===== config.mk =====
export PLATFORM = sky130hd
export DESIGN_NAME = bus_sequencer
export DESIGN_NICKNAME = d
export VERILOG_FILES = /design/src/rtl/bus_sequencer.sv
export SDC_FILE = /design/constraint.sdc
export NUM_CORES = 1
export LEC_CHECK = 0
export CORE_AREA = 2 2 67 69
export DETAILED_ROUTE_END_ITERATION = 7
export DIE_AREA = 0 0 69 71
export GPL_TIMING_DRIVEN = 0
export HOLD_SLACK_MARGIN = 0.12
export PLACE_DENSITY_LB_ADDON = 0.2
export SYNTH_ARGS = -nofsm -noshare
export SYNTH_HDL_FRONTEND = slang
export SYNTH_SLANG_ARGS = --single-unit

===== constraint.sdc =====
create_clock -name clock -period 6.7 [get_ports clock]
set_input_delay 1.34 -clock clock [delete_from_list [all_inputs] [get_ports clock]]
set_output_delay 1.34 -clock clock [all_outputs]
set_load 0.02 [all_outputs]

===== src/rtl/bus_sequencer.sv =====
// Subcycle sequencer for a 4-bit multiplexed external bus: address nibbles, opcode capture, ROM/RAM strobes.
// Optional X3 stall hold is compiled in when BUS_STALL_EN is defined; otherwise the stall port is ignored.
module bus_sequencer #(
    parameter int ADDR_NIBBLES = 3,
    parameter int ROM_BANKS    = 1,
    parameter int RAM_BANKS    = 4,
    parameter int CYC_W        = 4,
    localparam int PC_W      = 4 * ADDR_NIBBLES,
    localparam int ROM_SEL_W = (ROM_BANKS > 1) ? $clog2(ROM_BANKS) : 1,
    localparam int RAM_SEL_W = (RAM_BANKS > 1) ? $clog2(RAM_BANKS) : 1
) (
    input  logic                 clock,
    input  logic                 reset,
    input  logic [PC_W-1:0]      pc,
    input  logic [3:0]           regval,
    input  logic                 reg_out_enable,
    input  logic [3:0]           data_in,
    output logic [3:0]           data_out,
    output logic                 data_oe,
    input  logic [ROM_SEL_W-1:0] rom_bank_sel,
    input  logic                 bank_write,
    input  logic [RAM_SEL_W-1:0] bank_data,
    input  logic                 src_cmd,
    input  logic                 io_cmd,
    input  logic                 stall,
    output logic [CYC_W-1:0]     cycle,
    output logic                 sync,
    output logic [3:0]           inst_opr,
    output logic [3:0]           inst_opa,
    output logic                 inst_valid,
    output logic [ROM_BANKS-1:0] rom_cmd,
    output logic [RAM_BANKS-1:0] ram_cmd
);

    localparam logic [CYC_W-1:0] CYC_A_LAST = CYC_W'(ADDR_NIBBLES - 1);
    localparam logic [CYC_W-1:0] CYC_M1     = CYC_W'(ADDR_NIBBLES);
    localparam logic [CYC_W-1:0] CYC_M2     = CYC_W'(ADDR_NIBBLES + 1);
    localparam logic [CYC_W-1:0] CYC_X1     = CYC_W'(ADDR_NIBBLES + 2);
    localparam logic [CYC_W-1:0] CYC_X2     = CYC_W'(ADDR_NIBBLES + 3);
    localparam logic [CYC_W-1:0] CYC_X3     = CYC_W'(ADDR_NIBBLES + 4);

    logic [CYC_W-1:0]     cycle_q, cycle_d;
    logic                 run_q;
    logic [ROM_SEL_W-1:0] rom_bank_q, rom_bank_d;
    logic [RAM_SEL_W-1:0] ram_bank_q, ram_bank_d;
    logic [3:0]           data_out_q, data_out_d;
    logic                 data_oe_q, data_oe_d;
    logic                 sync_q, sync_d;
    logic [3:0]           inst_opr_q, inst_opr_d;
    logic [3:0]           inst_opa_q, inst_opa_d;
    logic                 inst_valid_q, inst_valid_d;
    logic [ROM_BANKS-1:0] rom_cmd_q, rom_cmd_d;
    logic [RAM_BANKS-1:0] ram_cmd_q, ram_cmd_d;

    logic                 stall_hold_s;
    logic                 rom_sel_ok_s;
    logic                 ram_sel_ok_s;
    logic                 rom_fire_s;
    logic                 ram_fire_s;
    logic [ROM_BANKS-1:0] rom_mask_s;
    logic [RAM_BANKS-1:0] ram_mask_s;
    logic [3:0]           addr_nibble_s;

`ifdef BUS_STALL_EN
    assign stall_hold_s = run_q && (cycle_q == CYC_X3) && stall;
`else
    logic unused_stall_s;
    assign unused_stall_s = stall;
    assign stall_hold_s   = 1'b0;
`endif

    assign rom_sel_ok_s = (32'(rom_bank_sel) < ROM_BANKS);
    assign ram_sel_ok_s = (32'(bank_data) < RAM_BANKS);

    // Subcycle advance; the first clock out of reset enters A1 rather than skipping it.
    always_comb begin
        cycle_d = cycle_q;
        if (!run_q) begin
            cycle_d = '0;
        end else if (stall_hold_s) begin
            cycle_d = cycle_q;
        end else if (cycle_q >= CYC_X3) begin
            cycle_d = '0;
        end else begin
            cycle_d = cycle_q + CYC_W'(1'b1);
        end
    end

    // Bank registers; out-of-range selections leave the old bank in place.
    always_comb begin
        rom_bank_d = rom_bank_q;
        ram_bank_d = ram_bank_q;
        if (run_q && (cycle_q == CYC_X3) && rom_sel_ok_s) begin
            rom_bank_d = rom_bank_sel;
        end else begin
            rom_bank_d = rom_bank_q;
        end
        if (bank_write && ram_sel_ok_s) begin
            ram_bank_d = bank_data;
        end else begin
            ram_bank_d = ram_bank_q;
        end
    end

    // Select the pc nibble for the address subcycle being entered.
    always_comb begin
        addr_nibble_s = 4'h0;
        for (int k = 0; k < ADDR_NIBBLES; k++) begin
            addr_nibble_s = (cycle_d == CYC_W'(k)) ? pc[4*k +: 4] : addr_nibble_s;
        end
    end

    // Strobes use the freshly loaded ROM bank but the RAM bank from before any same-clock write.
    assign rom_fire_s = (cycle_d == CYC_A_LAST) || ((cycle_d == CYC_M2) && io_cmd);
    assign ram_fire_s = ((cycle_d == CYC_X2) && src_cmd) || ((cycle_d == CYC_M2) && io_cmd);
    assign rom_mask_s = ROM_BANKS'(1'b1) << rom_bank_d;
    assign ram_mask_s = RAM_BANKS'(1'b1) << ram_bank_q;

    // Next values of the registered bus outputs for the subcycle being entered.
    always_comb begin
        data_out_d   = 4'h0;
        data_oe_d    = 1'b0;
        rom_cmd_d    = {ROM_BANKS{1'b1}};
        ram_cmd_d    = {RAM_BANKS{1'b1}};
        sync_d       = (cycle_d == CYC_X3);
        inst_valid_d = (cycle_d == CYC_X1);
        if (reg_out_enable) begin
            data_out_d = regval;
            data_oe_d  = 1'b1;
        end else if (cycle_d < CYC_M1) begin
            data_out_d = addr_nibble_s;
            data_oe_d  = 1'b1;
        end else begin
            data_out_d = 4'h0;
            data_oe_d  = 1'b0;
        end
        if (rom_fire_s) begin
            rom_cmd_d = ~rom_mask_s;
        end else begin
            rom_cmd_d = {ROM_BANKS{1'b1}};
        end
        if (ram_fire_s) begin
            ram_cmd_d = ~ram_mask_s;
        end else begin
            ram_cmd_d = {RAM_BANKS{1'b1}};
        end
    end

    // Opcode nibbles are taken from the pins at the close of M1 and M2.
    always_comb begin
        inst_opr_d = inst_opr_q;
        inst_opa_d = inst_opa_q;
        if (run_q && (cycle_q == CYC_M1)) begin
            inst_opr_d = data_in;
        end else begin
            inst_opr_d = inst_opr_q;
        end
        if (run_q && (cycle_q == CYC_M2)) begin
            inst_opa_d = data_in;
        end else begin
            inst_opa_d = inst_opa_q;
        end
    end

    // State and output registers with synchronous reset.
    always_ff @(posedge clock) begin
        if (reset) begin
            cycle_q      <= '0;
            run_q        <= 1'b0;
            rom_bank_q   <= '0;
            ram_bank_q   <= '0;
            data_out_q   <= 4'h0;
            data_oe_q    <= 1'b0;
            sync_q       <= 1'b0;
            inst_opr_q   <= 4'h0;
            inst_opa_q   <= 4'h0;
            inst_valid_q <= 1'b0;
            rom_cmd_q    <= {ROM_BANKS{1'b1}};
            ram_cmd_q    <= {RAM_BANKS{1'b1}};
        end else begin
            cycle_q      <= cycle_d;
            run_q        <= 1'b1;
            rom_bank_q   <= rom_bank_d;
            ram_bank_q   <= ram_bank_d;
            data_out_q   <= data_out_d;
            data_oe_q    <= data_oe_d;
            sync_q       <= sync_d;
            inst_opr_q   <= inst_opr_d;
            inst_opa_q   <= inst_opa_d;
            inst_valid_q <= inst_valid_d;
            rom_cmd_q    <= rom_cmd_d;
            ram_cmd_q    <= ram_cmd_d;
        end
    end

    assign cycle      = cycle_q;
    assign sync       = sync_q;
    assign data_out   = data_out_q;
    assign data_oe    = data_oe_q;
    assign inst_opr   = inst_opr_q;
    assign inst_opa   = inst_opa_q;
    assign inst_valid = inst_valid_q;
    assign rom_cmd    = rom_cmd_q;
    assign ram_cmd    = ram_cmd_q;

endmodule

==> summary.md, run 1 <==
| Metric | Value |
|---|---|
| Status | `completed` |
| Slowest CP cell | `clkdlybuf4s50_1` |
| Critical R2R Launch | `cycle[0]` |
| Final cell count without fillers | `about 230` |
| DRC Markers | `0` |
| Starting Density | `a little over a quarter` |
| Power density cells | `around 180 nW/um^2` |
| Final Cell Area | `~1800 sq um` |
| N_diodes | `0` |
| Worst EP required | `5.36 ns` |
| Final Hold Fails | `0` |
| DRT antenna net count | `0` |
| Share of layout cells above drive strength 1 | `under 10%` |
| Largest net degree at the start of global routing | `16` |
| Clock Path Buffers | `2` |
| Placed instance area | `1719 sq um` |
| Post-CTS Setup Repair Bufs | `0` |
| Hold Slack | `about 0.44 ns` |
| CTS clk-pin slew, worst paths | `approximately 0.10 ns` |
| Final Net Count | `between 200 and 250` |
| # rows | `24` |
| Drt total wl | `~3200 um` |
| Antenna violations before repair | `0` |
| Max-Cap Viols | `0` |
| Initial DRC count | `21` |
| Worst Path Buf+Inv | `1` |
| CTS Sinks | `28` |
| Leakage | `roughly 0.00065 uW` |
| #FFs+latches synth | `28` |
| Crit-path cells | `clkdlybuf4s50_1` |
| Worst Path Arrival | `between 1 and 1.5 ns` |
| Clk_lat worst skew | `0.28 ns` |
| Hold Crit Class | `flip-flop to flip-flop` |
| R2R depth | `7` |
| FF-to-FF setup slack | `4.12 ns` |
| Worst IR Drop VDD | `0.0001163 V` |
| Vias in the first global route | `1,123` |
| Syn_area_per_cell | `roughly 9.1 sq um` |
| Setup-failing EPs final | `0` |
| Hpwl dp | `around 2400 um` |
| GP Congestion | `roughly 0.83` |
| Max Clk Rate | `362.3 MHz` |
| Area growth, synth to finish | `56.51%` |
| Inst Count DP | `228` |
| Worst Hold Launch | `ram_bank_q[0]` |
| Die X | `69 um` |
| Die height | `71 um` |
| Resized cells post-CTS | `0` |
| Hold path depth | `1` |
| IO buf count | `52` |
| Clock Tree Root | `clkbuf_8` |
| CTS buffer count | `3` |
| Syn Inst Count | `124` |
| CTS tree | `done` |
| Area of the die | `around 5000 sq um` |
| Iteration count of the initial detailed-routing pass | `3` |
| Worst-Margin Slew | `0.8070 ns` |
| Worst slew margin | `45.70%` |
| Sequential share of the synthesized area | `49.45%` |
| Max-slew violations | `0` |
| Crit path time final | `2.760 ns` |
| Fin crit share | `between 40% and 50%` |
| CP peak stage delay | `0.66 ns` |
| RSZ-0062 raised after global routing | `false` |
| # H-tree levels | `1` |
| CP Class | `flip-flop to output port` |
| Setup TNS | `0 ns` |
| Worst hold endpoint | `ram_cmd[3]` |
| Filler cells | `between 400 and 500` |
| Synth cell types | `27` |
| Vias | `~1,100` |
| Crit path launch type | `flip-flop` |
| # hold bufs at CTS | `0` |
| Largest fanout on the critical path | `9` |
| Syn nets | `about 160` |
| Via density | `between 4 and 5` |
| Grt total ovfl | `0` |
| Wire per inst | `about 14 um` |
| CP top delay family | `buffers and inverters` |
| Post-layout util | `a little over two fifths` |
| Io pins | `54` |
| Core area | `4204 sq um` |
| Aggregate global-route resource usage | `13.38%` |
| Synth Warn # | `0` |
| Cell Area, Synth | `between 1000 and 1500 sq um` |
| First-pass GRT wire length | `5292 um` |
| Setup Skew | `0.004097 ns` |
| Crit end category | `output port` |
| R2r endpoint | `ram_cmd[3]` |
worst max-delay path by stage:
stage             start          end  slack (ns)  cells past startpoint
6_report       cycle[2]     cycle[2]        3.94                      1
3_5_place_dp      reset  data_out[3]        3.62                      6
4_1_cts        cycle[2]     cycle[2]        3.92                      1
3_3_place_gp      reset  data_out[2]        3.67                      6
5_1_grt           reset  data_out[3]        3.76                      6
2_1_floorplan   src_cmd   ram_cmd[3]        4.26                      4
cell usage after synthesis:
cell type / instances / share of area (%)
dfxtp_1: 28 / 49
nor2_1: 13 / 4.3
nand2_1: 12 / 4.0
a21oi_1: 9 / 4.0
o21ai_0: 9 / 4.0
mux2i_1: 6 / 5.3
inv_1: 5 / 1.7
a221o_1: 4 / 3.5
clkbuf_1: 4 / 1.3
nand3_1: 4 / 1.8
nor2b_1: 4 / 2.2
nor3_1: 4 / 1.8
nand2b_1: 3 / 1.7
nor4_1: 3 / 1.7
ha_1: 2 / 2.2
nand3b_1: 2 / 1.3
o31ai_1: 2 / 1.3
a2111oi_4: 1 / 2.4
a211oi_1: 1 / 0.66
a21boi_1: 1 / 0.66
a311o_1: 1 / 0.88
and2_1: 1 / 0.55
and2_4: 1 / 0.77
buf_1: 1 / 0.33
nor3b_1: 1 / 0.66
o211ai_1: 1 / 0.66
or4_4: 1 / 0.99
state kept, by name, indices dropped and copies added, names as in the netlist, 2 cells and up:
register / flops
ram_bank_q: 2
inst_opa: 4
cycle: 4
ram_cmd: 4
inst_opr: 4
data_out: 4
worst register-to-register path, cell delays in order, from the launching register on:
cell	delay (ns)
dfxtp_1	0.42
clkbuf_1	0.39
inv_1	0.09
ha_1	0.39
inv_1	0.08
or4_4	0.55
a2111oi_4	0.45
nand3_1	0.11
where the power goes:
| part | internal (uW) | switching (uW) |
|---|---|---|
| clock | 52.7 | 53.6 |
| sequential | 170 | 2.45 |
| combinational | 26.5 | 21.4 |
metal layers:
layer  vias up  part of all wire, %  global-route usage [%]
met5         -                    0                       0
met4         0                 0.72                   2.614
met3         4                  7.0                   4.558
met2        41                   46                   23.29
met1       485                   46                   16.17
li1        552                    -                       -
cell families after synthesis:
logic type	synth area share, %
AND/OR/NAND/NOR	21.63
AO/OA/AOI/OAI	18.10
flip-flops	49.45
buffers and inverters	3.311
multiplexers	5.298
adder cells (fa/ha/maj)	2.207
cell type report:
cell class	instances	area [sq um]	share of cell area, %
buffer	5	18.77	1.058
inverter	5	18.77	1.058
tap	52	65.06	3.667
timing repair buffer	52	520.5	29.34
clock buffer	4	55.05	3.103
multi-input combinational	86	535.5	30.18
sequential	28	560.5	31.59
per-stage QoR:
stage,setup WS [ns],power [uW]
after global routing,3.765,343.0
after global placement,3.672,223.7
after CTS,3.919,332.3
final,3.940,327.2
after floorplan,4.259,196.0
after detailed placement,3.624,225.0
cell usage in the layout (no fill, tap or decap):
cell type,count
clkdlybuf4s50_1,52
dfxtp_1,28
nor2_1,13
nand2_1,12
o21ai_0,9
a21oi_1,9
mux2i_1,6
inv_1,5
clkbuf_1,4
nor2b_1,4
nand3_1,4
nor3_1,4
a221o_1,4
clkbuf_8,4
nand2b_1,3
nor4_1,3
o31ai_1,2
nand3b_1,2
ha_1,2
buf_1,1
nor3b_1,1
and2_4,1
a21boi_1,1
and2_1,1
a311o_1,1
o211ai_1,1
or4_4,1
a2111oi_4,1
a211oi_1,1
Note: power is estimated with default switching activity, not from simulation.
==> run 2, diff against run 1 <==
==> constraint.sdc (replaced) <==
create_clock -name clock -period 2.5 [get_ports clock]
set_input_delay 0.5 -clock clock [delete_from_list [all_inputs] [get_ports clock]]
set_output_delay 0.5 -clock clock [all_outputs]
set_load 0.02 [all_outputs]
==> summary.md, run 2 (synthesis gave the netlist of run 1 again) <==
| Metric | Value |
|---|---|
| Status | `completed` |
| DRC Markers | `0` |
| Worst IR Drop VDD | `~0.00031 V` |
| FF-to-FF setup slack | `between 0.15 and 0.2 ns` |
| Final Hold Fails | `0` |
| Setup-failing EPs final | `0` |
| Iteration count of the initial detailed-routing pass | `4` |
| DRT antenna net count | `0` |
| CTS buffer count | `3` |
| Clock Tree Root | `clkbuf_8` |
| Crit path launch type | `flip-flop` |
| Crit-path cells | `clkbuf_4 > inv_1 > ha_1 > inv_1 > or4_4 > a2111oi_4 > nand3_1` |
| Hold Crit Class | `flip-flop to flip-flop` |
| RSZ-0062 raised after global routing | `false` |
| Post-Place Worst Slack | `-0.07685 ns` |
| Clock Path Buffers | `2` |
| Most frequent cells in the layout | `52 x clkdlybuf4s50_1, 27 x dfxtp_1, 13 x nor2_1` |
| Wire per inst | `about 14 um` |
| CTS tree | `done` |
| Io pins | `54` |
| First-pass GRT wire length | `approximately 5300 um` |
| Vias | `about 1,100` |
| Crit path time final | `~2.3 ns` |
| Fin crit share | `between 90 and 100%` |
| Final cell count without fillers | `approximately 230` |
| Via density | `4.659` |
| Setup Skew | `about 0.0039 ns` |
| Max-Cap Viols | `0` |
| GP Congestion | `slightly above 0.8` |
| Largest fanout on the critical path | `10` |
| CTS clk-pin slew, worst paths | `0.10 ns` |
| Die X | `between 60 and 70 um` |
| Hold Slack | `about 0.44 ns` |
| CTS Sinks | `28` |
| Slowest CP cell | `or4_4` |
| Worst EP required | `around 2.7 ns` |
| Inst Count DP | `~230` |
| Die height | `a little over 70 um` |
| Starting Density | `around 27%` |
| Setup TNS | `0 ns` |
| Aggregate global-route resource usage | `13.38%` |
| Worst-Margin Slew | `a little over 0.8 ns` |
| Grt total ovfl | `0` |
| Max Clk Rate | `between 400 and 500 MHz` |
| Final Net Count | `213` |
| Largest net degree at the start of global routing | `16` |
| Core area | `4204 sq um` |
| Crit end category | `flip-flop` |
| Max-slew violations | `0` |
| Area growth, synth to finish | `56.95%` |
| CP peak stage delay | `roughly 0.55 ns` |
| Worst Path Arrival | `approximately 2.5 ns` |
| Clk_lat worst skew | `between 0.2 and 0.3 ns` |
| Crit-path most repeated cell | `inv_1` |
| Filler cells | `440` |
| Vias in the first global route | `~1,100` |
| Worst slew margin | `~46%` |
| N_diodes | `0` |
| Antenna violations before repair | `0` |
| Fin worst setup slack | `approximately 0.18 ns` |
| Initial DRC count | `19` |
| Power density cells | `~490 nW/um^2` |
| Drt total wl | `between 3000 and 4000 um` |
| # H-tree levels | `1` |
| Area of the die | `4899 sq um` |
| CP Class | `flip-flop to flip-flop` |
| # rows | `24` |
| Share of layout cells above drive strength 1 | `5.000%` |
| # hold bufs at CTS | `0` |
| Post-layout power | `roughly 900 uW` |
| Most common cell after layout, fill and taps aside | `clkdlybuf4s50_1` |
| Leakage | `around 0.00066 uW` |
| IO buf count | `52` |
| Hpwl dp | `about 2400 um` |
run 2: per-stage QoR:
stage	cell area, sq um	util, %
5_1_grt	1779	42.32
4_1_cts	1775	42.23
2_1_floorplan	1134	-
3_3_place_gp	1719	40.89
6_report	1779	42.32
3_5_place_dp	1719	40.89
run 2: final timing paths:
check	start	endpoint	depth (start not counted)
max	cycle[0]	ram_cmd[3]	7
min	ram_bank_q[0]	ram_cmd[3]	1
max reg2reg	cycle[0]	ram_cmd[3]	7
min reg2reg	ram_bank_q[0]	ram_cmd[3]	1
run 2: power by group:
part	internal [uW]	switching (uW)
sequential	457	6.57
clock	141	144
combinational	71.7	57.1
run 2: what timing repair did:
action / 4_1_cts / 5_1_grt
gates resized for setup: 1 / 3
setup buffers: 0 / 0
setup endpoints to repair: 4 / 4
run 2: critical path, delay by kind of cell (launching register included):
kind                     cells  cell delay, ns
flip-flops                   1            0.38
adder cells (fa/ha/maj)      1            0.37
AO/OA/AOI/OAI                1            0.45
buffers and inverters        3            0.35
AND/OR/NAND/NOR              2            0.66
run 2: area by class of cell:
class | count | area, sq um | share of cell area [%]
clock buffers | 4 | 55.05 | 3.094
repair buffers | 52 | 520.5 | 29.25
flip-flops and latches | 28 | 561.8 | 31.58
plain buffers | 5 | 22.52 | 1.266
well taps | 52 | 65.06 | 3.657
inverters | 5 | 18.77 | 1.055
multi-input cells | 86 | 535.5 | 30.10
run 2: metal layers:
layer	wire length, um	vias up	global-route usage, %	part of all wire, %
li1	-	553	-	-
met1	1452	482	16.17	45
met2	1469	41	23.29	46
met3	246	5	4.558	7.7
met4	27	0	2.614	0.84
met5	0	-	0	0
==> run 3, diff against run 2 <==
--- a/config.mk
+++ b/config.mk
@@ -5,9 +5,12 @@
 export SDC_FILE = /design/constraint.sdc
 export NUM_CORES = 1
 export LEC_CHECK = 0
-export CORE_AREA = 2 2 67 69
+export CAP_MARGIN = 10
+export CELL_PAD_IN_SITES_DETAIL_PLACEMENT = 1
+export CELL_PAD_IN_SITES_GLOBAL_PLACEMENT = 1
+export CORE_AREA = 2 2 70 72
 export DETAILED_ROUTE_END_ITERATION = 7
-export DIE_AREA = 0 0 69 71
+export DIE_AREA = 0 0 72 74
 export GPL_TIMING_DRIVEN = 0
 export HOLD_SLACK_MARGIN = 0.12
 export PLACE_DENSITY_LB_ADDON = 0.2
==> summary.md, run 3 (synthesis gave the netlist of run 1 again) <==
| Metric | Value |
|---|---|
| CTS Sinks | `28` |
| Grt total ovfl | `0` |
| Critical R2R Launch | `cycle[0]` |
| Hold path depth | `1` |
| Worst-Margin Slew | `0.9001 ns` |
| GP Congestion | `~0.73` |
| Crit path time final | `2.334 ns` |
| Inst Count DP | `230` |
| # H-tree levels | `1` |
| First-pass GRT wire length | `~5800 um` |
| Sw Ratio | `between 20% and 30%` |
| Post-layout power | `960.3 uW` |
| Final cell count without fillers | `approximately 230` |
| Crit path launch type | `flip-flop` |
| DRC Markers | `0` |
| Hpwl dp | `between 2000 and 3000 um` |
| Core area | `roughly 4600 sq um` |
| # hold bufs at CTS | `0` |
| Setup-failing EPs final | `0` |
| Leakage | `~0.00067 uW` |
| Largest net degree at the start of global routing | `17` |
| Flop pwr share | `between 40 and 50%` |
| Worst Hold Launch | `ram_bank_q[0]` |
| Clock network fraction of total power | `between 30% and 40%` |
| Fin worst setup slack | `~0.17 ns` |
| Fin crit share | `~93%` |
| Most common cell after layout, fill and taps aside | `clkdlybuf4s50_1` |
| Max Used Layer | `met4` |
| Final Net Count | `about 210` |
| Metal2 WL | `roughly 1800 um` |
| Area of the die | `roughly 5300 sq um` |
| Worst EP required | `2.65 ns` |
| Max Clk Rate | `about 430 MHz` |
| Aggregate global-route resource usage | `14.15%` |
| Clock Path Buffers | `2` |
| IO buf count | `52` |
| Setup Skew | `0.008432 ns` |
| Post-CTS Setup Repair Bufs | `0` |
| CTS tree | `done` |
| Most frequent cells in the layout | `52 x clkdlybuf4s50_1, 28 x dfxtp_1, 13 x nor2_1` |
| Post-Place Worst Slack | `-0.1292 ns` |
| Starting Density | `about 25%` |
| CTS buffer count | `3` |
| Drt total wl | `about 3700 um` |
| R2R depth | `7` |
| Vias in the first global route | `1,255` |
| Worst slew margin | `around two fifths` |
| Met1 WL | `approximately 1600 um` |
| P_int | `743.3 uW` |
| Worst IR Drop VDD | `between 0.00015 and 0.0002 V` |
| Worst Path Arrival | `between 2 and 2.5 ns` |
| Io pins | `54` |
| Via density | `4.880` |
| Largest fanout on the critical path | `10` |
| N_diodes | `0` |
| Status | `completed` |
| Clk_lat worst skew | `between 0.2 and 0.3 ns` |
| Area growth, synth to finish | `58.50%` |
| Net Sw Power | `~220 uW` |
| Hold Crit Class | `flip-flop to flip-flop` |
| Initial DRC count | `38` |
| Power density cells | `roughly 530 nW/um^2` |
| Die height | `between 70 and 80 um` |
| Antenna violations before repair | `0` |
| CP Class | `flip-flop to flip-flop` |
| Wire per inst | `15.78 um` |
| Hold Slack | `between 0.4 and 0.5 ns` |
| Max-slew violations | `0` |
| Routed met3 length | `246 um` |
| Crit end category | `flip-flop` |
| RSZ-0062 raised after global routing | `false` |
| Clock Tree Root | `clkbuf_8` |
| Max-Cap Viols | `0` |
| Vias | `1,142` |
| Die X | `between 70 and 80 um` |
| Power share of the combinational group | `~14%` |
| Worst hold endpoint | `ram_cmd[3]` |
| DRT antenna net count | `0` |
| CTS clk-pin slew, worst paths | `0.10 ns` |
| Share of layout cells above drive strength 1 | `4.444%` |
| Iteration count of the initial detailed-routing pass | `4` |
| FF-to-FF setup slack | `between 0.15 and 0.2 ns` |
| Final Hold Fails | `0` |
| R2r endpoint | `ram_cmd[1]` |
| # rows | `25` |
-- run 3: cell types whose count changed in the layout (fill, tap and decap cells not counted), sizes merged --
cell,before,now
bufinv,0,1
clkbuf,8,6
buf,1,2
-- run 3: critical path, cell delays in order, from the launching register on --
cell and delay [ns]:
dfxtp_1 0.41, buf_4 0.20, inv_1 0.06, ha_1 0.36, inv_1 0.08, or4_4 0.55, a2111oi_4 0.39, nand3b_1 0.13
-- run 3: layout make-up --
cell class / count / area (sq um)
Fill cell: 534 / 2801
Sequential cell: 28 / 560.5
Multi-Input combinational cell: 86 / 535.5
Timing Repair Buffer: 52 / 520.5
Tap cell: 54 / 67.56
Clock buffer: 3 / 41.29
Clock inverter: 1 / 30.03
Buffer: 5 / 22.52
Inverter: 5 / 18.77
-- run 3: per-stage QoR --
| stage | TNS, ns | util (%) | area, sq um |
|---|---|---|---|
| 2_1_floorplan | 0 | - | 1134 |
| 3_3_place_gp | -0.2076 | 37.44 | 1722 |
| 3_5_place_dp | -0.3961 | 37.44 | 1722 |
| 4_1_cts | 0 | 39.02 | 1794 |
| 5_1_grt | 0 | 39.07 | 1797 |
| 6_report | 0 | 39.07 | 1797 |
-- run 3: per-layer routing --
metal,up-vias,global-route usage [%]
met5,-,0
li1,546,-
met4,0,6.918
met1,538,16.29
met3,10,2.981
met2,48,25.10
-- run 3: worst max path at each step --
stage / start / to / slack, ns / cells past startpoint
4_1_cts: cycle[0] / ram_cmd[1] / 0.009 / 7
3_3_place_gp: cycle[0] / ram_cmd[3] / -0.06 / 7
5_1_grt: cycle[0] / ram_cmd[1] / 0.03 / 7
6_report: cycle[0] / ram_cmd[1] / 0.17 / 7
2_1_floorplan: cycle[0] / ram_cmd[3] / 0.13 / 7
3_5_place_dp: cycle[0] / ram_cmd[1] / -0.13 / 7
-- run 3: repair_timing --
item | in CTS | in global routing
endpoints found under the setup margin | 4 | 4
cloned | 0 | 0
pin swaps | 0 | 1
gates resized for setup | 1 | 3
-- run 3: power by group through the flow --
| stage | sequential [uW] | clock (uW) | combinational (uW) |
|---|---|---|---|
| 2_1_floorplan | 483 | 0 | 42.0 |
| 3_3_place_gp | 473 | 0 | 127 |
| 3_5_place_dp | 474 | 0 | 131 |
| 4_1_cts | 463 | 372 | 132 |
| 5_1_grt | 465 | 390 | 143 |
| 6_report | 463 | 365 | 132 |
